==> src/rtl/ps2_ace_pkg.sv <==
// rtl/ps2_ace_pkg.sv - shared types and constants for the PS/2 to Jupiter Ace keyboard bridge
package ps2_ace_pkg;

  localparam int PS2_TIMEOUT = 4095;

  typedef enum logic [1:0] {
    RX_IDLE,
    RX_DATA,
    RX_PARITY,
    RX_STOP
  } rx_state_e;

  typedef struct packed {
    logic ext;
    logic rel;
  } dec_flags_t;

  typedef struct packed {
    logic lshift;
    logic rshift;
    logic lctrl;
    logic rctrl;
    logic lalt;
    logic ralt;
  } held_t;

  localparam logic [7:0] CODE_EXT    = 8'hE0;
  localparam logic [7:0] CODE_REL    = 8'hF0;
  localparam logic [7:0] CODE_PAUSE  = 8'hE1;
  localparam logic [7:0] CODE_BAT_OK = 8'hAA;
  localparam logic [7:0] CODE_ACK    = 8'hFA;
  localparam logic [7:0] CODE_RESEND = 8'hFE;
  localparam logic [7:0] CODE_ECHO   = 8'hEE;

  localparam logic [7:0] KEY_LSHIFT = 8'h12;
  localparam logic [7:0] KEY_RSHIFT = 8'h59;
  localparam logic [7:0] KEY_CTRL   = 8'h14;
  localparam logic [7:0] KEY_ALT    = 8'h11;
  localparam logic [7:0] KEY_DEL    = 8'h71;

  function automatic logic is_ignored(input logic [7:0] code);
    return code inside {CODE_PAUSE, CODE_BAT_OK, CODE_ACK, CODE_RESEND, CODE_ECHO};
  endfunction

endpackage

==> src/rtl/ps2_ace_keymap.sv <==
// rtl/ps2_ace_keymap.sv - combinational scancode to Ace matrix (row, column) lookup
module ps2_ace_keymap
  import ps2_ace_pkg::*;
(
  input  logic       ext_i,
  input  logic [7:0] code_i,
  output logic       valid_o,
  output logic [2:0] row_o,
  output logic [2:0] col_o
);

  logic [5:0] rc;

  // rc is {row, column} written as two octal digits
  always_comb begin
    valid_o = 1'b1;
    rc      = 6'o00;
    case (code_i)
      8'h12, 8'h59: rc = 6'o00;
      8'h14:        rc = 6'o01;
      8'h1A:        rc = 6'o02;
      8'h22:        rc = 6'o03;
      8'h21:        rc = 6'o04;
      8'h1C:        rc = 6'o10;
      8'h1B:        rc = 6'o11;
      8'h23:        rc = 6'o12;
      8'h2B:        rc = 6'o13;
      8'h34:        rc = 6'o14;
      8'h15:        rc = 6'o20;
      8'h1D:        rc = 6'o21;
      8'h24:        rc = 6'o22;
      8'h2D:        rc = 6'o23;
      8'h2C:        rc = 6'o24;
      8'h16:        rc = 6'o30;
      8'h1E:        rc = 6'o31;
      8'h26:        rc = 6'o32;
      8'h25:        rc = 6'o33;
      8'h2E:        rc = 6'o34;
      8'h45:        rc = 6'o40;
      8'h46:        rc = 6'o41;
      8'h3E:        rc = 6'o42;
      8'h3D:        rc = 6'o43;
      8'h36:        rc = 6'o44;
      8'h4D:        rc = 6'o50;
      8'h44:        rc = 6'o51;
      8'h43:        rc = 6'o52;
      8'h3C:        rc = 6'o53;
      8'h35:        rc = 6'o54;
      8'h5A:        rc = 6'o60;
      8'h4B:        rc = 6'o61;
      8'h42:        rc = 6'o62;
      8'h3B:        rc = 6'o63;
      8'h33:        rc = 6'o64;
      8'h29:        rc = 6'o70;
      8'h3A:        rc = 6'o71;
      8'h31:        rc = 6'o72;
      8'h32:        rc = 6'o73;
      8'h2A:        rc = 6'o74;
      default:      valid_o = 1'b0;
    endcase
    // right Ctrl arrives as E0 14 and must land on SYMSHIFT
    if (ext_i && code_i == KEY_CTRL) begin
      valid_o = 1'b1;
      rc      = 6'o01;
    end
  end

  assign row_o = rc[5:3];
  assign col_o = rc[2:0];

endmodule

==> src/rtl/ps2_ace_keyboard.sv <==
// rtl/ps2_ace_keyboard.sv - PS/2 receiver, scancode decoder and 8x5 Ace key matrix
module ps2_ace_keyboard
  import ps2_ace_pkg::*;
#(
  parameter int TIMEOUT = PS2_TIMEOUT,
  parameter int CLK_HZ  = 6500000
) (
  input  logic       clk,
  input  logic       reset,
  input  logic       ps2clk,
  input  logic       ps2data,
  input  logic [7:0] filas,
  output logic [4:0] columnas,
  output logic       kbd_reset
);

  localparam int TW = $clog2(TIMEOUT + 1);

  // CLK_HZ documents the clock rate only; nothing is derived from it
  if (CLK_HZ <= 0) begin : g_clk_hz_unset
  end

  logic [2:0]      ps2clk_sync_q;
  logic [1:0]      ps2data_sync_q;
  logic            ps2_fall;
  logic            ps2_bit;

  rx_state_e       rx_state_q, rx_state_d;
  logic [2:0]      bit_cnt_q, bit_cnt_d;
  logic [7:0]      shift_q, shift_d;
  logic [TW-1:0]   timer_q, timer_d;
  logic            code_valid_q, code_valid_d;

  dec_flags_t      flags_q, flags_d;
  held_t           held_q, held_d;
  logic [7:0][4:0] matrix_q, matrix_d;
  logic            kbd_reset_q, kbd_reset_d;

  logic            km_valid;
  logic [2:0]      km_row;
  logic [2:0]      km_col;
  logic            make;

  assign ps2_fall = ps2clk_sync_q[2] & ~ps2clk_sync_q[1];
  assign ps2_bit  = ps2data_sync_q[1];

  always_comb begin
    rx_state_d   = rx_state_q;
    bit_cnt_d    = bit_cnt_q;
    shift_d      = shift_q;
    timer_d      = '0;
    code_valid_d = 1'b0;
    if (ps2_fall) begin
      case (rx_state_q)
        RX_IDLE: begin
          if (!ps2_bit) begin
            rx_state_d = RX_DATA;
            bit_cnt_d  = '0;
          end
        end
        RX_DATA: begin
          shift_d   = {ps2_bit, shift_q[7:1]};
          bit_cnt_d = bit_cnt_q + 3'd1;
          if (bit_cnt_q == 3'd7) rx_state_d = RX_PARITY;
        end
        RX_PARITY: rx_state_d = (^{shift_q, ps2_bit}) ? RX_STOP : RX_IDLE;
        RX_STOP: begin
          code_valid_d = ps2_bit;
          rx_state_d   = RX_IDLE;
        end
        default: rx_state_d = RX_IDLE;
      endcase
    end else if (rx_state_q != RX_IDLE) begin
      if (timer_q == TW'(TIMEOUT - 1)) rx_state_d = RX_IDLE;
      else                             timer_d    = timer_q + 1'b1;
    end
  end

  ps2_ace_keymap u_keymap (
    .ext_i   (flags_q.ext),
    .code_i  (shift_q),
    .valid_o (km_valid),
    .row_o   (km_row),
    .col_o   (km_col)
  );

  // shift_q stays stable for many cycles after a frame, so it doubles as the decoded byte
  always_comb begin
    flags_d     = flags_q;
    held_d      = held_q;
    matrix_d    = matrix_q;
    kbd_reset_d = 1'b0;
    make        = ~flags_q.rel;
    if (code_valid_q) begin
      if (shift_q == CODE_EXT) begin
        flags_d.ext = 1'b1;
      end else if (shift_q == CODE_REL) begin
        flags_d.rel = 1'b1;
      end else if (!is_ignored(shift_q)) begin
        flags_d = '0;
        if (km_valid) matrix_d[km_row][km_col] = make;
        if (shift_q == KEY_LSHIFT) held_d.lshift = make;
        if (shift_q == KEY_RSHIFT) held_d.rshift = make;
        if (shift_q == KEY_CTRL) begin
          if (flags_q.ext) held_d.rctrl = make;
          else             held_d.lctrl = make;
        end
        if (shift_q == KEY_ALT) begin
          if (flags_q.ext) held_d.ralt = make;
          else             held_d.lalt = make;
        end
        kbd_reset_d = make && flags_q.ext && (shift_q == KEY_DEL) &&
                      (held_q.lctrl || held_q.rctrl) && (held_q.lalt || held_q.ralt);
      end
    end
    // SHIFT releases only once neither physical shift key is down
    matrix_d[0][0] = held_d.lshift | held_d.rshift;
  end

  always_ff @(posedge clk or posedge reset) begin
    if (reset) begin
      ps2clk_sync_q  <= 3'b111;
      ps2data_sync_q <= 2'b11;
      rx_state_q     <= RX_IDLE;
      bit_cnt_q      <= '0;
      shift_q        <= '0;
      timer_q        <= '0;
      code_valid_q   <= 1'b0;
      flags_q        <= '0;
      held_q         <= '0;
      matrix_q       <= '0;
      kbd_reset_q    <= 1'b0;
    end else begin
      ps2clk_sync_q  <= {ps2clk_sync_q[1:0], ps2clk};
      ps2data_sync_q <= {ps2data_sync_q[0], ps2data};
      rx_state_q     <= rx_state_d;
      bit_cnt_q      <= bit_cnt_d;
      shift_q        <= shift_d;
      timer_q        <= timer_d;
      code_valid_q   <= code_valid_d;
      flags_q        <= flags_d;
      held_q         <= held_d;
      matrix_q       <= matrix_d;
      kbd_reset_q    <= kbd_reset_d;
    end
  end

  always_comb begin
    columnas = 5'b11111;
    for (int r = 0; r < 8; r++) begin
      if (!filas[r]) columnas = columnas & ~matrix_q[r];
    end
  end

  assign kbd_reset = kbd_reset_q;

endmodule

==> config.mk <==
export PLATFORM = sky130hd
export DESIGN_NAME = ps2_ace_keyboard
export DESIGN_NICKNAME = d
export VERILOG_FILES = /design/src/rtl/ps2_ace_pkg.sv /design/src/rtl/ps2_ace_keymap.sv /design/src/rtl/ps2_ace_keyboard.sv
export SDC_FILE = /design/constraint.sdc
export NUM_CORES = 1
export LEC_CHECK = 0
export ABC_AREA = 1
export BUFFER_PORTS_ARGS = -buffer_cell sky130_fd_sc_hd__buf_2
export CAP_MARGIN = 20
export CORE_UTILIZATION = 48
export DETAILED_ROUTE_END_ITERATION = 8
export PLACE_DENSITY = 0.76
export SYNTH_ARGS = -nofsm -noshare
export SYNTH_HDL_FRONTEND = slang
export SYNTH_SLANG_ARGS = --single-unit
==> constraint.sdc <==
create_clock -name clk -period 3.47 [get_ports clk]
set_input_delay 0.8675 -clock clk [delete_from_list [all_inputs] [get_ports clk]]
set_output_delay 0.8675 -clock clk [all_outputs]
set_load 0.005 [all_outputs]
[Word-level counts from Yosys, hierarchy flattened]
Index checks and enable logic that the tools add are counted.
Storage, ports and cells
  logic and storage cells: 193
  bits in registers: 80
  input bits: 12
  output and inout port bits: 6
Cells by class
  bitwise operators: 23
  reduce and logical (&&, ||, !) cells: 27
  equal/unequal tests: 61
  order comparisons: 4
  muxes and demuxes: 51
  $add $sub $neg: 2
Operators by type and width (number)
  $pmux W6 S39: 1
  $eq A8 B6 Y1 const B: 23
  $eq A8 B5 Y1 const B: 10
  $eq A8 B7 Y1 const B: 10
  $eq A8 B8 Y1 const B: 7
  $mux W5: 9
  $reduce_or A41 Y1: 1
  $bwmux W40: 1
  $not A5 Y5: 8
  $mux W12: 3
  $and A5 B5 Y5: 7
  $mux W6: 5
  $reduce_and A6 Y1: 4
  $mux W1: 18
  $mux W2: 9
  $demux W5 S3: 1
  $add A12 B1 Y12 const B: 1
  $eq A12 B12 Y1 const B: 1
  $reduce_and A3 Y1: 3
  $reduce_xor A9 Y1: 1
  $lt A3 B4 Y1 const B: 2
  $ne A2 B2 Y1 const B: 4
  $pmux W2 S4: 1
  $reduce_bool A2 Y1: 4
  19 further kinds: 34

[Depth between registers and ports, before layout]
Gate-level depths: netlist of the first run.
  depth after elaboration: 16
  mapped depth: 15
  depth with buffers taken out: 13

[Hierarchy]
A second synthesis of the first run with hierarchy kept.
Second synthesis, totals
  cell total of the unflattened synthesis: 759
  area total of the unflattened synthesis: 5178.7 µm²
By module, submodules not included
  ps2_ace_keyboard: instances 1, cells an instance 594, sequential area each 2008.2 µm², area each 4458.0 µm²
  ps2_ace_keymap: instances 1, cells an instance 165, sequential area each 0.0 µm², area each 720.7 µm²

[Least setup slack after synthesis of the first run]
Ideal clock, no wire load.
  path kind: input -> output
  from: input filas[2]
  to: output columnas[4]
  cell stages on the path: 3
  slack: 1057 ps
  arrival time: 1546 ps
  path buffers: 0
  data required time: 2602 ps
  path through: inv_1 > a22o_1 > a2111oi_0
On the way
  word-level cells in the longest chain between the ends: 11
Ends and longest elaborated chain
  start, declared: line ps2_ace_keyboard.sv:12  | input logic [7:0] filas,
  $mux W5 *: line ps2_ace_keyboard.sv:151  | if (!filas[r]) columnas = columnas & ~matrix_q[r];
  $and A5 B5 Y5: line ps2_ace_keyboard.sv:151
  $mux W5 *: line ps2_ace_keyboard.sv:151
  $and A5 B5 Y5: line ps2_ace_keyboard.sv:151
  $mux W5 *: line ps2_ace_keyboard.sv:151
  $and A5 B5 Y5: line ps2_ace_keyboard.sv:151
  $mux W5 *: line ps2_ace_keyboard.sv:151
  $and A5 B5 Y5: line ps2_ace_keyboard.sv:151
  $mux W5 *: line ps2_ace_keyboard.sv:151
  $and A5 B5 Y5: line ps2_ace_keyboard.sv:151
  $mux W5 *: line ps2_ace_keyboard.sv:151
  end, declared: line ps2_ace_keyboard.sv:13  | output logic [4:0] columnas,
Every way passes the cells marked *; elsewhere a longest branch is shown, timed or not.

[Final worst setup path of the first run]
Same ends and word-level chain as after synthesis.

==> results of run 1 <==
synthesized netlist by cell type, drive strengths merged:
cell | number | area, sq um
dfstp | 5 | 131
o31ai | 1 | 7.51
nand3 | 60 | 305
clkbuf | 7 | 26.3
o2111a | 1 | 11.3
nor3 | 8 | 40.0
dfrtp | 75 | 1880
nor2 | 94 | 355
buf | 20 | 119
inv | 71 | 267
o211ai | 1 | 7.51
and3 | 1 | 6.26
nor4 | 2 | 12.5
o21ai | 17 | 85.1
a21oi | 8 | 40.0
ha | 4 | 50.1
nand4 | 44 | 275
a31oi | 1 | 6.26
a221oi | 2 | 17.5
xor2 | 5 | 43.8
a22o | 5 | 43.8
mux2 | 1 | 11.3
a211oi | 5 | 37.5
nand2 | 209 | 787
a2111oi | 2 | 17.5
clkinv | 1 | 3.75
or2 | 1 | 6.26
xnor2 | 5 | 43.8
cells by family after synthesis:
logic type | after synthesis | share of synthesized area
muxes | 1 | 0.00243
and+or+nand+nor | 419 | 0.386
adders and majority gates | 4 | 0.0108
AOI/OAI and AO/OA | 43 | 0.0591
buffers and inverters | 99 | 0.0896
xor gates and xnor gates | 10 | 0.0189
DFF | 80 | 0.433
cell usage in the layout (no fill, tap or decap), types with 3 or more instances in the layout:
cell type and count:
clkbuf_8 9, a21oi_1 8, o21ai_0 17, xnor2_1 5, inv_2 5, dfstp_2 5
inv_6 3, a22o_1 5, nor3_1 7, buf_4 3, ha_1 4, inv_1 65
nand4_1 44, a211oi_1 5, nand2_1 208, buf_2 17, dfrtp_1 75, nand3_1 59
xor2_1 5, nor2_1 93
worst paths after layout:
kind                       slack [ns]  depth (start not counted)         startpoint                 to
min in group asynchronous        0.57                          2              reset       matrix_q[28]
setup reg to reg                 0.89                         13         shift_q[7]       matrix_q[27]
max in group asynchronous        2.18                          3              reset  ps2data_sync_q[0]
hold / removal                   0.36                          0  ps2data_sync_q[0]  ps2data_sync_q[1]
setup / recovery                 0.48                          5           filas[2]        columnas[4]
hold reg to reg                  0.36                          0  ps2data_sync_q[0]  ps2data_sync_q[1]
through the flow:
step                      worst slack (ns)  utilization  power [W]  instance area [sq um]
after global routing                 0.490        0.539    0.00254                   5010
after global placement               0.627        0.518    0.00167                   4800
after CTS                            0.569        0.539    0.00242                   5010
after floorplan                      0.559            -    0.00158                   4630
final                                0.485        0.539    0.00241                   5010
after detailed placement             0.583        0.518    0.00170                   4800
per-layer routing:
metal / up-vias / global-route usage
li1: 2134 / -
met1: 2051 / 0.312
met2: 160 / 0.378
met3: 31 / 0.0355
met4: 0 / 0.120
met5: - / 0
flip-flops by register name, indices dropped and copies added (netlist names):
signal / count
shift_q: 8
flags_q: 2
rx_state_q: 2
matrix_q: 40
kbd_reset: 1
bit_cnt_q: 3
ps2clk_sync_q: 3
code_valid_q: 1
ps2data_sync_q: 2
timer_q: 12
held_q: 6
power by group through the flow:
stage                     Clock, W  Combinational (W)  Sequential (W)
final                     0.000706           0.000595         0.00111
after global routing      0.000757           0.000667         0.00112
after CTS                 0.000727           0.000591         0.00110
after detailed placement         0           0.000580         0.00112
after global placement           0           0.000557         0.00111
after floorplan                  0           0.000506         0.00107
final cells by class:
class / instances / area [sq um]
repair buffers: 22 / 148
well taps: 129 / 161
flip-flops and latches: 80 / 2010
multi-input cells: 477 / 2220
fillers: 927 / 4280
clock inverters: 7 / 77.6
inverters: 72 / 272
clock buffers: 9 / 124
worst reg2reg max path, cell delays in order (launching register included):
cell and delay, ns:
dfrtp_1 0.45, inv_2 0.14, nand2_1 0.11, nor2_1 0.29, nand2_1 0.18, nor2_1 0.17
nor2_1 0.06, nand2_1 0.06, nor2_1 0.06, nand3_2 0.07, buf_4 0.56, nand3_1 0.17
nand2_1 0.11, nand2_1 0.05
==> flow_metrics.py, run 1 <==
metrics = {
    "worst_setup_path": {
        "arrival_ns": 2.12,
        "startpoint_type": "input port",
        "crit_slowest_cell": "a2111oi_0",
        "crit_family": "compound AO/OA/AOI/OAI gates",
        "crit_fanout": 5,
        "worst_path_most_repeated_cell": "buf_2",
        "path_cells": "buf_2 > inv_1 > a22o_1 > a2111oi_0 > buf_2",
        "cpPeakStageDelay_ns": 0.64,
        "critPathBufInv": 3,
        "crit_type": "in2out",
        "end_kind": "primary output",
        "required_ns": 2.60,
    },
    "placement": {
        "io_buffers": 17,
        "place_inst": 780,
        "hpwl_mm": 7.91,
        "place.gp.congestion": 1.00,
    },
    "floorplan": {
        "start_util": 0.499,
        "core-area_sq_um": 9280,
        "die_height_microns": 100,
        "fp.dieW_microns": 100,
        "num_rows": 35,
        "io_pins": 18,
        "dieArea_sq_um": 10100,
    },
    "finish": {
        "syn_to_final_growth_pct": 8.02,
        "instances_no_fill": 796,
        "diodes": 0,
        "layout.nets": 678,
        "drive_gt1_frac": 0.0825,
    },
    "drt": {
        "post_drt_wl_per_cell_microns": 13.8,
        "wl_met1_mm": 4.82,
        "top_layer": "met4",
        "drc_errors": 0,
        "first_pass_iters": 5,
        "ant_nets": 0,
        "drt-total-wl_mm": 11.0,
        "route.met2.wl_mm": 5.21,
        "viasPerCell": 5.50,
        "dr_wl_met3_microns": 607,
        "drt_iter0_drc": 346,
        "vias": 4376,
    },
    "clocking": {
        "numCtsBuffers": 9,
        "cts.sinks": 80,
        "clkTransAtPathRegs_ns": 0.08,
        "cts_hold_repair.buffers": 0,
        "cts_resized": 0,
        "cts_root_buf": "clkbuf_8",
        "clk_latency_ns": 0.36,
        "cts_buffer_depth": 2,
        "h-tree-depth": 3,
        "cts_tree": "yes",
        "postCtsSetupBuffers": 0,
    },
    "yosys": {
        "yosys_warnings": 0,
        "avgSynthCellArea_sq_um": 7.06,
        "synth.net_count": 672,
        "syn-cell-area_sq_um": 4630,
        "synth_seq_area_share": 0.433,
        "synth_cells": 656,
        "synth-seq-cells": 80,
        "synth.distinct_cells": 33,
    },
    "timing": {
        "max_slew.worst_pin.slew_ns": 0.727,
        "timing.slew.headroom": 0.503,
        "max_freq_ghz": 0.335,
        "final_max_slew_viol_count": 0,
        "final.setup.tns_ns": 0,
        "rsz0062_at_grt": "false",
        "fin_crit_sh": 0.860,
        "final.setup_skew_ns": 0.0123,
        "min_period_ns": 2.99,
        "setup_viol": 0,
        "hold_violations": 0,
        "whs_ns": 0.358,
    },
    "global_route": {
        "antenna_found_initial": 0,
        "grt_usage": 0.236,
        "grt_start_max_net_pins": 82,
        "overflow": 0,
        "grt_pass1_vias": 4138,
        "grt_pass1_wl_mm": 18.8,
    },
    "job": {
        "maxCapViolCount": 0,
    },
    "power": {
        "p_leak_nw": 2.59,
        "pwr-share-seq": 0.459,
        "swShare": 0.369,
        "powerDensity_nw_per_um2": 481,
        "pwr-share-comb": 0.247,
        "irDropWorstVdd_mv": 0.304,
        "p_int_w": 0.00152,
        "switchingPower_w": 0.000888,
        "clkPwrFrac": 0.293,
    },
    "min_path": {
        "min-delay-path-class": "reg2reg",
    },
    "run_status": {
        "status": "completed",
    },
}
Power figures use the tool's default switching activity.
==> inputs of run 2 (changes only) <==
--- a/config.mk
+++ b/config.mk
@@ -8,6 +8,7 @@
 export ABC_AREA = 1
 export BUFFER_PORTS_ARGS = -buffer_cell sky130_fd_sc_hd__buf_2
 export CAP_MARGIN = 20
+export CORE_MARGIN = 2
 export CORE_UTILIZATION = 48
 export DETAILED_ROUTE_END_ITERATION = 8
 export PLACE_DENSITY = 0.76
==> flow_metrics.py, run 2 (synthesis gave the netlist of run 1 again) <==
metrics = {
    "run_status": {
        "status": "completed",
    },
    "worst_setup_path": {
        "arrival_ns": 1.87,
        "required_ns": 2.60,
        "crit_type": "in2out",
        "startpoint_type": "input port",
        "cpPeakStageDelay_ns": 0.42,
        "crit_slowest_cell": "a2111oi_0",
        "worst_path_most_repeated_cell": "buf_2",
        "end_kind": "primary output",
        "crit_fanout": 5,
        "path_cells": "buf_2 > inv_1 > a22o_1 > a2111oi_0 > buf_2",
    },
    "clocking": {
        "cts_tree": "yes",
        "cts_root_buf": "clkbuf_8",
        "cts_hold_repair.buffers": 0,
        "h-tree-depth": 3,
        "cts_resized": 0,
        "cts.sinks": 80,
        "postCtsSetupBuffers": 0,
        "numCtsBuffers": 9,
        "clk_latency_ns": 0.35,
        "cts_buffer_depth": 2,
        "clkTransAtPathRegs_ns": 0.07,
    },
    "timing": {
        "fin_crit_sh": 0.790,
        "timing.slew.headroom": 0.529,
        "rsz0062_at_grt": "false",
        "min_period_ns": 2.74,
        "max_freq_ghz": 0.365,
        "final.setup_skew_ns": 0.0111,
        "whs_ns": 0.357,
        "setup_viol": 0,
        "hold_violations": 0,
        "max_slew.worst_pin.slew_ns": 0.706,
        "final.setup.tns_ns": 0,
        "layout_setup_ws_ns": 0.729,
        "final_max_slew_viol_count": 0,
    },
    "floorplan": {
        "num_rows": 35,
        "io_pins": 18,
        "fp.dieW_microns": 102,
        "dieArea_sq_um": 10500,
        "core-area_sq_um": 9280,
        "start_util": 0.499,
        "die_height_microns": 102,
    },
    "drt": {
        "first_pass_iters": 5,
        "drt_iter0_drc": 267,
        "drc_errors": 0,
        "drt-total-wl_mm": 11.0,
        "viasPerCell": 5.39,
        "post_drt_wl_per_cell_microns": 13.8,
        "ant_nets": 0,
        "vias": 4291,
    },
    "job": {
        "maxCapViolCount": 0,
    },
    "finish": {
        "largest_reg_flops": 40,
        "multi_input_comb_area_sq_um": 2220,
        "largest-register": "matrix_q",
        "diodes": 0,
        "final_cell_area_sq_um": 5010,
        "syn_to_final_growth_pct": 8.21,
        "n_fill_cell": 902,
        "drive_gt1_frac": 0.0810,
        "final_common_cell": "nand2_1",
        "seq_area_sq_um": 2010,
        "final_cell_mix": "nand2_1 (208), nor2_1 (93), dfrtp_1 (75)",
        "top_regs": "matrix_q x40, timer_q x12, shift_q x8",
        "layout.nets": 678,
    },
    "power": {
        "clkPwrFrac": 0.289,
        "switchingPower_w": 0.000847,
        "powerDensity_nw_per_um2": 475,
        "pwr-share-seq": 0.464,
        "p_int_w": 0.00153,
        "p_leak_nw": 2.59,
        "pwr-share-comb": 0.246,
        "power_w": 0.00238,
        "swShare": 0.356,
        "irDropWorstVdd_mv": 0.365,
    },
    "global_route": {
        "overflow": 0,
        "grt_pass1_wl_mm": 19.1,
        "grt_usage": 0.231,
        "grt_start_max_net_pins": 84,
        "antenna_found_initial": 0,
        "grt_pass1_vias": 4058,
    },
    "placement": {
        "placed_cell_area_sq_um": 4820,
        "place.gp.congestion": 0.938,
        "io_buffers": 17,
        "pre_cts_ws_ns": 0.791,
        "hpwl_mm": 8.06,
    },
    "min_path": {
        "min-delay-path-class": "reg2reg",
    },
}
## run 2: final timing paths
| kind | from | endpoint | slack, ns | depth (start not counted) |
|---|---|---|---|---|
| setup reg to reg | shift_q[2] | matrix_q[15] | 0.99 | 11 |
| max in group asynchronous | reset | ps2data_sync_q[1] | 2.17 | 3 |
| hold reg to reg | ps2data_sync_q[0] | ps2data_sync_q[1] | 0.36 | 0 |
| hold / removal | ps2data_sync_q[0] | ps2data_sync_q[1] | 0.36 | 0 |
| min in group asynchronous | reset | matrix_q[25] | 0.60 | 2 |
| setup / recovery | filas[2] | columnas[4] | 0.73 | 5 |
## run 2: final cells by class
cell class                 instances  share of cell area
multi-input combinational        477               0.442
sequential                        80               0.400
inverter                          72              0.0541
tap                              129              0.0322
timing repair buffer              22              0.0319
clock buffer                      11              0.0282
clock inverter                     5              0.0112
## run 2: metal layers
layer	up-vias	global-route usage	wire length (microns)
met5	-	0	0
met4	0	0.0892	318
met3	31	0.0274	530
met2	147	0.372	5130
met1	1981	0.321	4980
li1	2132	-	-
## run 2: per-stage QoR
step            util  std cells
6_report       0.540        796
4_1_cts        0.540        796
3_5_place_dp   0.519        780
3_3_place_gp   0.519        780
2_1_floorplan      -        656
5_1_grt        0.540        796
## run 2: critical path, delay by kind of cell
kind | cells | cell delay (ns)
AO/OA/AOI/OAI | 2 | 0.64
buffers and inverters | 3 | 0.36
## run 2: power groups by stage
stage	logic (W)	clock network, W	registers, W
global placement	0.000569	0	0.00112
CTS	0.000587	0.000706	0.00110
floorplan	0.000506	0	0.00107
detailed placement	0.000583	0	0.00112
global route	0.000677	0.000749	0.00112
finish	0.000586	0.000689	0.00111
==> inputs of run 3 (changes only) <==
--- a/config.mk
+++ b/config.mk
@@ -5,13 +5,13 @@
 export SDC_FILE = /design/constraint.sdc
 export NUM_CORES = 1
 export LEC_CHECK = 0
-export ABC_AREA = 1
+export ABC_AREA = 0
 export BUFFER_PORTS_ARGS = -buffer_cell sky130_fd_sc_hd__buf_2
 export CAP_MARGIN = 20
 export CORE_MARGIN = 2
 export CORE_UTILIZATION = 48
 export DETAILED_ROUTE_END_ITERATION = 8
-export PLACE_DENSITY = 0.76
+export PLACE_DENSITY = 0.79
 export SYNTH_ARGS = -nofsm -noshare
 export SYNTH_HDL_FRONTEND = slang
 export SYNTH_SLANG_ARGS = --single-unit
==> constraint.sdc (replaced) <==
create_clock -name clk -period 2.3 [get_ports clk]
set_input_delay 0.575 -clock clk [delete_from_list [all_inputs] [get_ports clk]]
set_output_delay 0.575 -clock clk [all_outputs]
set_load 0.005 [all_outputs]
==> flow_metrics.py, run 3 <==
metrics = {
    "global_route": {
        "grt_pass1_wl_mm": 23.2,
        "overflow": 0,
        "grt_start_max_net_pins": 81,
        "antenna_found_initial": 0,
        "grt_pass1_vias": 4725,
        "grt_usage": 0.264,
    },
    "clocking": {
        "numCtsBuffers": 9,
        "cts_tree": "yes",
        "h-tree-depth": 3,
        "cts_hold_repair.buffers": 0,
        "cts.sinks": 80,
        "cts_root_buf": "clkbuf_8",
        "clkTransAtPathRegs_ns": 0.09,
        "cts_buffer_depth": 2,
        "clk_latency_ns": 0.36,
    },
    "timing": {
        "final_max_slew_viol_count": 0,
        "timing.slew.headroom": 0.586,
        "layout_setup_ws_ns": -0.321,
        "final.setup_skew_ns": 0.0145,
        "whs_ns": 0.315,
        "hold_violations": 0,
        "max_freq_ghz": 0.381,
        "setup_viol": 39,
        "fin_crit_sh": 1.14,
        "rsz0062_at_grt": "true",
        "min_period_ns": 2.62,
        "max_slew.worst_pin.slew_ns": 0.621,
    },
    "drt": {
        "post_drt_wl_per_cell_microns": 19.3,
        "first_pass_iters": 7,
        "vias": 4825,
        "drc_errors": 0,
        "ant_nets": 0,
        "drt_iter0_drc": 520,
        "viasPerCell": 6.12,
        "drt-total-wl_mm": 15.2,
    },
    "placement": {
        "place.gp.congestion": 0.968,
        "io_buffers": 17,
        "placed_cell_area_sq_um": 5780,
        "pre_cts_ws_ns": -0.361,
        "hpwl_mm": 9.62,
    },
    "yosys": {
        "postSynth.asyncResetShare": 1.00,
        "ys.flop_type": "dfrtp_1",
        "synth.net_count": 547,
        "synth-seq-cells": 80,
        "synth_seq_area_share": 0.405,
        "synth.distinct_cells": 80,
        "yosys.area.top_type_share": 0.378,
        "avgSynthCellArea_sq_um": 9.35,
        "synth-edff-count": 0,
        "synth.most_common_cell": "dfrtp_1",
        "ys_top_cells_by_count": "dfrtp_1 (75), inv_1 (48), nor2_1 (33)",
        "ys_top_cells_by_area": "dfrtp_1 (38%), mux2i_1 (4.4%), inv_1 (3.6%)",
        "syn-cell-area_sq_um": 4960,
        "yosys_warnings": 0,
        "synth_cells": 531,
        "synth_top_cell_by_area": "dfrtp_1",
    },
    "worst_setup_path": {
        "crit_type": "reg2reg",
        "required_ns": 2.54,
        "startpoint": "shift_q[7]",
        "crit_fanout": 6,
        "startpoint_type": "flop",
        "arrival_ns": 2.86,
        "r2r_start": "shift_q[7]",
        "end_kind": "flop",
    },
    "floorplan": {
        "start_util": 0.487,
        "dieArea_sq_um": 11200,
        "core-area_sq_um": 10200,
        "fp.dieW_microns": 106,
        "num_rows": 37,
        "die_height_microns": 106,
        "io_pins": 18,
    },
    "finish": {
        "largest_reg_flops": 40,
        "diodes": 0,
        "fin_util": 0.661,
        "largest-register": "matrix_q",
        "layout.nets": 664,
        "drive_gt1_frac": 0.421,
        "top_regs": "matrix_q x40, timer_q x12, shift_q x8",
        "syn_to_final_growth_pct": 35.7,
        "final_cell_mix": "buf_4 (105), dfrtp_1 (69), inv_1 (47)",
        "final_cell_area_sq_um": 6730,
        "final_common_cell": "buf_4",
    },
    "run_status": {
        "status": "finished with violations",
        "violations": "setup timing",
    },
    "power": {
        "irDropWorstVdd_mv": 0.576,
        "clkPwrFrac": 0.190,
        "pwr-share-seq": 0.302,
        "powerDensity_nw_per_um2": 803,
        "switchingPower_w": 0.00205,
        "swShare": 0.379,
        "p_int_w": 0.00336,
        "pwr-share-comb": 0.508,
        "p_leak_nw": 2.90,
    },
    "job": {
        "maxCapViolCount": 0,
    },
    "min_path": {
        "min-delay-path-class": "in2async",
    },
}
==> run 3: cell count changes after synthesis, sizes merged, moves of 11 or more <==
| cell | previous run | this run |
|---|---|---|
| o22ai | 0 | 24 |
| o21ai | 17 | 34 |
| nand4 | 44 | 6 |
| o31ai | 1 | 18 |
| nand3 | 60 | 20 |
| nand2 | 209 | 26 |
| inv | 71 | 48 |
| mux2i | 0 | 22 |
| nor2 | 94 | 33 |
| nor4 | 2 | 13 |
==> run 3: cell families (layout without fill, tap and decap cells) <==
family                   Yosys count  after routing  share of synthesized area
AO/OA/AOI/OAI                    130            130                      0.178
flip-flops                        80             80                      0.405
multiplexers                      33             33                     0.0693
buffers and inverters             85            207                     0.0809
adder cells (fa/ha/maj)            4              4                     0.0101
AND/OR/NAND/NOR                  178            178                      0.218
XOR/XNOR                          21             21                     0.0386
==> run 3: worst max-delay path, cell delays in order, from the launching register on <==
cell and delay (ns):
dfrtp_2 0.44, buf_6 0.13, or4b_4 0.61, o2bb2ai_4 0.16
a32o_2 0.18, nor4_4 0.07, buf_4 0.17, nand4b_1 0.30
buf_6 0.24, o21ai_2 0.13, o31ai_2 0.08
==> run 3: power by group through the flow <==
stage          logic [W]  registers (W)  clock network [W]
5_1_grt          0.00289        0.00164            0.00111
3_5_place_dp     0.00201        0.00166                  0
6_report         0.00275        0.00163            0.00103
2_1_floorplan    0.00131        0.00157                  0
4_1_cts          0.00237        0.00163            0.00105
3_3_place_gp     0.00198        0.00165                  0
==> run 3: final timing paths <==
path	endpoint	cells after the start	slack, ns
max	matrix_q[11]	10	-0.32
min reg2reg	ps2clk_sync_q[1]	0	0.36
min in group clk	ps2data_sync_q[0]	1	0.32
min	matrix_q[1]	3	0.32
max in group asynchronous	ps2data_sync_q[1]	3	1.61
max reg2reg	matrix_q[11]	10	-0.32
==> run 3: per-stage QoR <==
| step | power (W) | std cells | TNS [ns] |
|---|---|---|---|
| final | 0.00541 | 789 | -7.24 |
| after global routing | 0.00564 | 789 | -11.30 |
| after CTS | 0.00505 | 778 | -4.15 |
| after detailed placement | 0.00367 | 741 | -8.84 |
| after global placement | 0.00363 | 741 | -7.08 |
| after floorplan | 0.00288 | 531 | -0.0811 |
==> run 3: routing by layer <==
layer | GRT usage | part of all wire | up-vias
li1 | - | - | 2158
met1 | 0.331 | 0.41 | 2327
met2 | 0.436 | 0.48 | 257
met3 | 0.0538 | 0.063 | 83
met4 | 0.128 | 0.046 | 0
met5 | 0 | 0 | -
==> run 3: final cells by class <==
type | instances | area (sq um)
fillers | 763 | 3450
multi-input cells | 366 | 3040
flip-flops and latches | 80 | 2020
repair buffers | 143 | 1130
inverters | 48 | 184
well taps | 136 | 170
clock buffers | 10 | 128
clock inverters | 6 | 67.6
==> run 3: repair_timing <==
action,4_1_cts,5_1_grt
gates resized for setup,72,61
endpoints found under the setup margin,45,47
cloned,1,0
setup buffers,21,12
pin swaps,10,18
